### src/rtl/cam_capture_crop.sv
// OV7670 capture front end: decodes vsync/href/byte stream into RGB565 pixels,
// tracks x/y and writes an aligned square crop window into the frame buffer.
module cam_capture_crop #(
  parameter int unsigned H_ACTIVE = 640,
  parameter int unsigned V_ACTIVE = 480,
  parameter int unsigned WIN_X0   = 0,
  parameter int unsigned WIN_Y0   = 0,
  parameter int unsigned WIN_LOG2 = 8
) (
  input  logic                  clk,
  input  logic                  rst_n,
  input  logic                  write,
  input  logic                  vsync,
  input  logic                  href,
  input  logic [7:0]            data_wires,
  output logic                  p_valid,
  output logic [15:0]           p_data,
  output logic                  w_en_a,
  output logic [2*WIN_LOG2-1:0] w_addr,
  output logic [15:0]           d_in_a,
  output logic                  f_done,
  output logic                  err_sync
);

  localparam int unsigned XW      = $clog2(H_ACTIVE + 1);
  localparam int unsigned YW      = $clog2(V_ACTIVE + 1);
  localparam int unsigned XYW     = (XW > YW) ? XW : YW;
  localparam int unsigned CW      = (XYW > WIN_LOG2) ? XYW : WIN_LOG2;
  localparam int unsigned WinSize = 32'd1 << WIN_LOG2;

  typedef enum logic [1:0] {StWaitVs, StVsHigh, StActive} state_e;

  state_e          state_q;
  logic [CW-1:0]   x_q, y_q;
  logic            phase_q;
  logic            href_d_q;
  logic            frame_en_q;
  logic [7:0]      hi_q;

  logic                  in_win;
  logic                  line_end;
  logic                  x_full;
  logic                  y_full;
  logic [2*WIN_LOG2-1:0] addr_next;

  // Unsigned wrap makes x < WIN_X0 land far above WinSize, so one compare covers both bounds.
  assign in_win    = ((32'(x_q) - WIN_X0) < WinSize) && ((32'(y_q) - WIN_Y0) < WinSize);
  assign addr_next = {WIN_LOG2'(y_q - CW'(WIN_Y0)), WIN_LOG2'(x_q - CW'(WIN_X0))};
  assign x_full    = (x_q == CW'(H_ACTIVE));
  assign y_full    = (y_q == CW'(V_ACTIVE));
  // A vsync rise with href still high closes the line in the same cycle.
  assign line_end  = (href_d_q && !href) || (vsync && href);

  always_ff @(posedge clk) begin
    if (!rst_n) begin
      state_q    <= StWaitVs;
      x_q        <= '0;
      y_q        <= '0;
      phase_q    <= 1'b0;
      href_d_q   <= 1'b0;
      frame_en_q <= 1'b0;
      hi_q       <= '0;
      p_valid    <= 1'b0;
      p_data     <= '0;
      w_en_a     <= 1'b0;
      w_addr     <= '0;
      d_in_a     <= '0;
      f_done     <= 1'b0;
      err_sync   <= 1'b0;
    end else begin
      href_d_q <= href;
      p_valid  <= 1'b0;
      w_en_a   <= 1'b0;
      f_done   <= 1'b0;
      case (state_q)
        StWaitVs: begin
          if (vsync) state_q <= StVsHigh;
        end
        StVsHigh: begin
          if (!vsync) begin
            x_q        <= '0;
            y_q        <= '0;
            phase_q    <= 1'b0;
            frame_en_q <= write;
            state_q    <= StActive;
          end
        end
        StActive: begin
          if (line_end) begin
            x_q     <= '0;
            phase_q <= 1'b0;
            if (x_q != '0 && !y_full) y_q <= y_q + CW'(1);
            if (phase_q) err_sync <= 1'b1;
          end else if (href && !vsync) begin
            if (!href_d_q && y_full) err_sync <= 1'b1;
            if (!phase_q) begin
              hi_q    <= data_wires;
              phase_q <= 1'b1;
            end else begin
              phase_q <= 1'b0;
              p_valid <= 1'b1;
              p_data  <= {hi_q, data_wires};
              d_in_a  <= {hi_q, data_wires};
              if (x_full) begin
                err_sync <= 1'b1;
              end else begin
                x_q    <= x_q + CW'(1);
                w_en_a <= frame_en_q && in_win;
                w_addr <= addr_next;
              end
            end
          end
          if (vsync) begin
            f_done  <= 1'b1;
            state_q <= StVsHigh;
          end
        end
        default: state_q <= StWaitVs;
      endcase
    end
  end

endmodule
### config.mk
export PLATFORM = sky130hd
export DESIGN_NAME = cam_capture_crop
export DESIGN_NICKNAME = d
export VERILOG_FILES = /design/src/rtl/cam_capture_crop.sv
export SDC_FILE = /design/constraint.sdc
export NUM_CORES = 1
export LEC_CHECK = 0
export CAP_MARGIN = 40
export CORE_MARGIN = 2
export CORE_UTILIZATION = 51
export CTS_CLUSTER_DIAMETER = 120
export DETAILED_ROUTE_END_ITERATION = 10
export HOLD_SLACK_MARGIN = 0.03
export PLACE_DENSITY = 0.78
export SETUP_SLACK_MARGIN = 0.1
export SYNTH_ARGS = -nofsm -noshare
export SYNTH_HDL_FRONTEND = slang
export SYNTH_SLANG_ARGS = --single-unit
### constraint.sdc
create_clock -name clk -period 2.17 [get_ports clk]
set_input_delay 0.5425 -clock clk [delete_from_list [all_inputs] [get_ports clk]]
set_output_delay 0.5425 -clock clk [all_outputs]
set_load 0.005 [all_outputs]
# Yosys cells after proc, flatten, opt, wreduce, memory -nomap -nowiden
# Index checks and enable logic that the tools add are counted.
word_totals:
  in_bits: 13
  output_inout_bits: 52
  regBits: 69
classes:
  mux: 25
  reduce_logical: 29
  n_eq_ne: 12
  bitwise_logic: 7
  n_lt_le_gt_ge: 2
  n_addsub: 2
ops:
  columns: ["operator", "n"]
  rows:
  - ["$mux 10", 7]
  - ["$pmux 10 s2", 2]
  - ["$add 10x1->10 const B", 2]
  - ["$lt 10x9->1 const B", 2]
  - ["$mux 1", 12]
  - ["$reduce_and 4->1", 3]
  - ["$eq 10x10->1 const B", 1]
  - ["$eq 10x9->1 const B", 1]
  - ["$reduce_and 5->1", 2]
  - ["$reduce_bool 10->1", 1]
  - ["$ne 3x3->1 const B", 3]
  - ["$ne 2x2->1 const B", 4]
  - ["$logic_and 1x1->1", 7]
  - ["$not 1->1", 7]
  - ["$reduce_and 2->1", 3]
  - ["$reduce_and 3->1", 2]
  - ["$reduce_or 6->1", 1]
  - ["$logic_not 1->1", 4]
  - ["$mux 2", 2]
  - ["$pmux 2 s2", 1]
  - ["$reduce_bool 2->1", 2]
  - ["$reduce_or 4->1", 1]
  - ["$eq 2x1->1 const B", 1]
  - ["$eq 2x2->1 const B", 1]
  - ["5 further kinds", 5]

# Depth between registers and ports, before layout
logic_depth:
  ltp_word: 7
  depth_mapped: 9
  ltp_nobuf: 7

# Least setup slack after synthesis
# OpenSTA, ideal clock, no wires.
synth_timing:
  kind: "input to register"
  startpoint: "input port vsync"
  endpoint: "register y_q[9]"
  setup_time_ns: 0.071
  t_required_ns: 2.099
  path_slack_ns: 0.324
  path_stages: 6
  path_buffers: 1
  arrival_ns: 1.775
  path_cell_list: "or3b_4 > o21ai_4 > nand3_2 > buf_6 > or4_1 > a21oi_1"
synth_via:
  elab_chain_len: 4
synth_lines:
  columns: ["element", "line", "source"]
  rows:
  - ["start: declaration", "13", "input logic vsync,"]
  - ["$logic_and 1x1->1", "52", "assign line_end = (href_d_q && !href) || (vsync && href);"]
  - ["$logic_or 1x1->1", "52", null]
  - ["$ne 2x2->1 (no line)", null, null]
  - ["$reduce_and 4->1 (no line) (*)", null, null]
  - ["end signal: assignment", "92", "if (x_q != '0 && !y_full) y_q <= y_q + CW'(1);"]
  - ["end: declaration", "34", "logic [CW-1:0] x_q, y_q;"]
# Every way passes the cells marked *; elsewhere a longest branch is shown, timed or not.
# A chain may end at the register's enable or synchronous reset.

# Worst setup path in the final report
layout_timing:
  startpoint: "register x_q[0]"
  endpoint: "register y_q[8]"
layout_via:
  elab_chain_len: 4
layout_lines:
  columns: ["element", "line", "source"]
  rows:
  - ["start: declaration", "34", null]
  - ["start signal: assignment", "107", "x_q <= x_q + CW'(1);"]
  - ["$reduce_bool 10->1", "92", null]
  - ["$logic_and 1x1->1", "92", null]
  - ["$ne 2x2->1 (no line)", null, null]
  - ["$reduce_and 4->1 (no line)", null, null]
# No other way between the ends.

==> flow_metrics.tcl <==
set metrics [dict create \
    fmax_ghz 0.515 \
    drt-initial-drc-count 118 \
    power_mw 2.58 \
    n_antenna_cell 0 \
    wl_um 7110 \
    min_period_ps 1940 \
    status "completed" \
    synth_area_um2 3080 \
    die_w_um 81.7 \
    crit_path_max_fanout 5 \
    synth_xor_area_frac 0.0285 \
    cpMaxStageDelayCell "or4_1" \
    yosysTopAreaCell "dfxtp_1" \
    grt_max_degree 30 \
    synthAdderAreaFrac 0.0163 \
    vdd_drop_max_mv 0.425 \
    synth_compound_area_frac 0.140 \
    synthDistinctLibCells 45 \
    relSlewSlack 0.709 \
    synth_edf_count 0 \
    synth_top_family_by_area "simple AND/OR/NAND/NOR gates" \
    yosys-top-cells-area "dfxtp_1, nand2_1, a21boi_0" \
    grtUsageTotal 0.223 \
    p_leak_nw 1.41 \
    synthCells 352 \
    intPower_mw 2.06 \
    dp_cells 484 \
    io_buffers 64 \
    worstSetupEndpointType "flip-flop" \
    dp_hpwl_um 4990 \
    cp.arrival_ps 2200 \
    syn_area_per_cell_um2 8.74 \
    overflow 0 \
    p_per_area_nw_per_um2 628 \
    hp-class "flip-flop to flip-flop" \
    worstMarginPinSlew_ps 433 \
    ant_nets 0 \
    post-route-period-util 0.895 \
    core_um2 5890 \
    n_fill_cell 471 \
    die_y_um 81.7 \
    cts_root_buffer "clkbuf_8" \
    synthSimpleGateAreaFrac 0.264 \
    drcViolationCount 0 \
    viasPerCell 5.35 \
    clkSlewWorstSetupHoldPaths_ps 70 \
    grt_pass1_vias 2521 \
    worstPathRequired_ps 2430 \
    synth_top_flop_cell "dfxtp_1" \
    synth_fp_nets 369 \
    ys_ff_latch 69 \
    cp_cell_sequence "inv_1 > ha_1 > nor4b_2 > nand4_1 > nand3_4 > or4_1 > a21oi_1" \
    p_comb_frac 0.057 \
    finalSetupViolations 0 \
    yosysTopAreaCellShare 0.449 \
    setup_ws_ps 229 \
    clkSinkCount 69 \
    design.die.area_um2 6670 \
    io-pin-count 65 \
    rsz0062_at_grt "no" \
    max_cap_viol_count 0 \
    fin_nets 441 \
    hold_viol 0 \
    seq_area_um2 1380 \
    antenna_found_initial 0 \
    cts.htree.levels 3 \
    grt_pass1_wl_um 11500 \
    vias 2697 \
    fin_cells 504 \
    yosys_warnings 0 \
    multi_input_area_um2 1520 \
    drv_slew 0 \
    finClkSkew_ps 8.89 \
    synth_mux_area_frac 0.0325 \
    gp_congestion 0.877 \
    cts_max_path_buffers 2 \
    initial_utilization 0.523 \
    clockPowerShare 0.447 \
    std_cell_rows 28 \
    drive_gt1_frac 0.135 \
    async_flop_share 0 \
    slowest_delay_ps 520 \
    clock_latency_ps 340 \
    cts-hold-fix-buffers 0 \
    cts_buffers 9 \
    p_sw_frac 0.205 \
    tritoncts "built" \
    area_growth_pct 33.7 \
    dr.pass1.iters 4 \
    worstSetupStartpointType "flip-flop" \
    ys_seq_area_frac 0.449 \
    seqPwrFrac 0.496 \
    path_class "flip-flop to flip-flop" \
    wl_per_cell_um 14.1 \
    pre_cts_slack_ps -278 \
    power_switching_mw 0.529 \
]
[final cells by class]
cell class                      count  area share
Clock buffer                       12      0.0377
Clock inverter                      4      0.0170
Inverter                            6     0.00547
Multi-Input combinational cell    247       0.369
Sequential cell                    69       0.336
Tap cell                           75      0.0228
Timing Repair Buffer               91       0.212
[power by group through the flow]
stage / Combinational [mW] / Sequential [mW] / Clock (mW)
floorplan: 0.0746 / 1.31 / 0
global placement: 0.136 / 1.31 / 0
detailed placement: 0.138 / 1.31 / 0
CTS: 0.140 / 1.28 / 1.17
global route: 0.159 / 1.28 / 1.24
finish: 0.146 / 1.28 / 1.16
[synthesized netlist by cell type (all sizes together) (2+ instances only)]
library cell,n
a21oi,9
nor3,7
o31ai,6
nand2b,2
and3,2
nor3b,3
nand4,9
clkbuf,9
xor2,3
xnor2,7
nand3,9
ha,4
nand2,81
dfxtp,69
or4,6
o22ai,2
nor2,17
or3,3
o211ai,3
inv,6
nor2b,9
o21ai,7
buf,22
a21boi,32
and2,4
mux2i,10
[per-stage QoR]
stage / utilization / TNS (ps) / instance area [um2] / hold slack, ps
floorplan: - / 0 / 3080 / 439
global placement: 0.650 / -2230 / 3820 / 434
detailed placement: 0.650 / -3210 / 3820 / 439
CTS: 0.689 / 0 / 4060 / 450
global route: 0.699 / 0 / 4120 / 473
finish: 0.699 / 0 / 4120 / 446
[routing by layer]
metal | GRT usage | part of all wire | vias to the layer above
li1 | - | - | 1333
met1 | 0.271 | 0.45 | 1260
met2 | 0.394 | 0.47 | 92
met3 | 0.0330 | 0.056 | 12
met4 | 0.0933 | 0.017 | 0
met5 | 0 | 0 | -
[placed cells by master (no fill, tap or decap), types with 7 or more instances in the layout]
master / count
nand2_1: 81
a21boi_0: 31
xnor2_1: 7
nand4_1: 9
buf_4: 25
dfxtp_1: 69
mux2i_1: 9
nor2b_1: 9
nand3_1: 8
clkbuf_8: 11
a21oi_1: 7
nor2_1: 17
clkdlybuf4s50_1: 62
[critical path: cells and delay by family (launching register included)]
family                   cells  cell delay, ps
adder cells (fa/ha/maj)      1             200
buffers and inverters        1              90
AO/OA/AOI/OAI                1             150
AND/OR/NAND/NOR              4            1040
flip-flops                   1             380
[state kept, by name (all words and copies together), names as in the netlist, 2 cells and up]
signal   cells
hi_q         8
state_q      2
x_q         10
d_in_a      16
y_q         10
w_addr      16
[timing repair]
item / CTS / global route
setup endpoints to repair: 2 / 15
pin swaps: 0 / 5
buffers inserted: 0 / 3
endpoints found under the hold margin: 0 / 0
resized for setup: 1 / 7
cloned: 0 / 1
[path summary, 6_finish.rpt]
check,startpoint,endpoint,slack (ps),cells after the start
setup reg to reg,x_q[0]$_SDFFE_PN0P_,y_q[8]$_SDFFE_PN0P_,230,7
hold / removal,err_sync$_SDFFE_PN0P_,err_sync$_SDFFE_PN0P_,450,2
hold reg to reg,err_sync$_SDFFE_PN0P_,err_sync$_SDFFE_PN0P_,450,2
setup / recovery,x_q[0]$_SDFFE_PN0P_,y_q[8]$_SDFFE_PN0P_,230,7
[cell families (layout without fill, tap and decap cells)]
logic type               Yosys count  in the layout
AO/OA/AOI/OAI                     61             61
XOR/XNOR                          10             10
adder cells (fa/ha/maj)            4              4
buffers and inverters             37            113
flip-flops                        69             69
multiplexers                      10             10
AND/OR/NAND/NOR                  161            162
(Power assumes the default switching activity.)
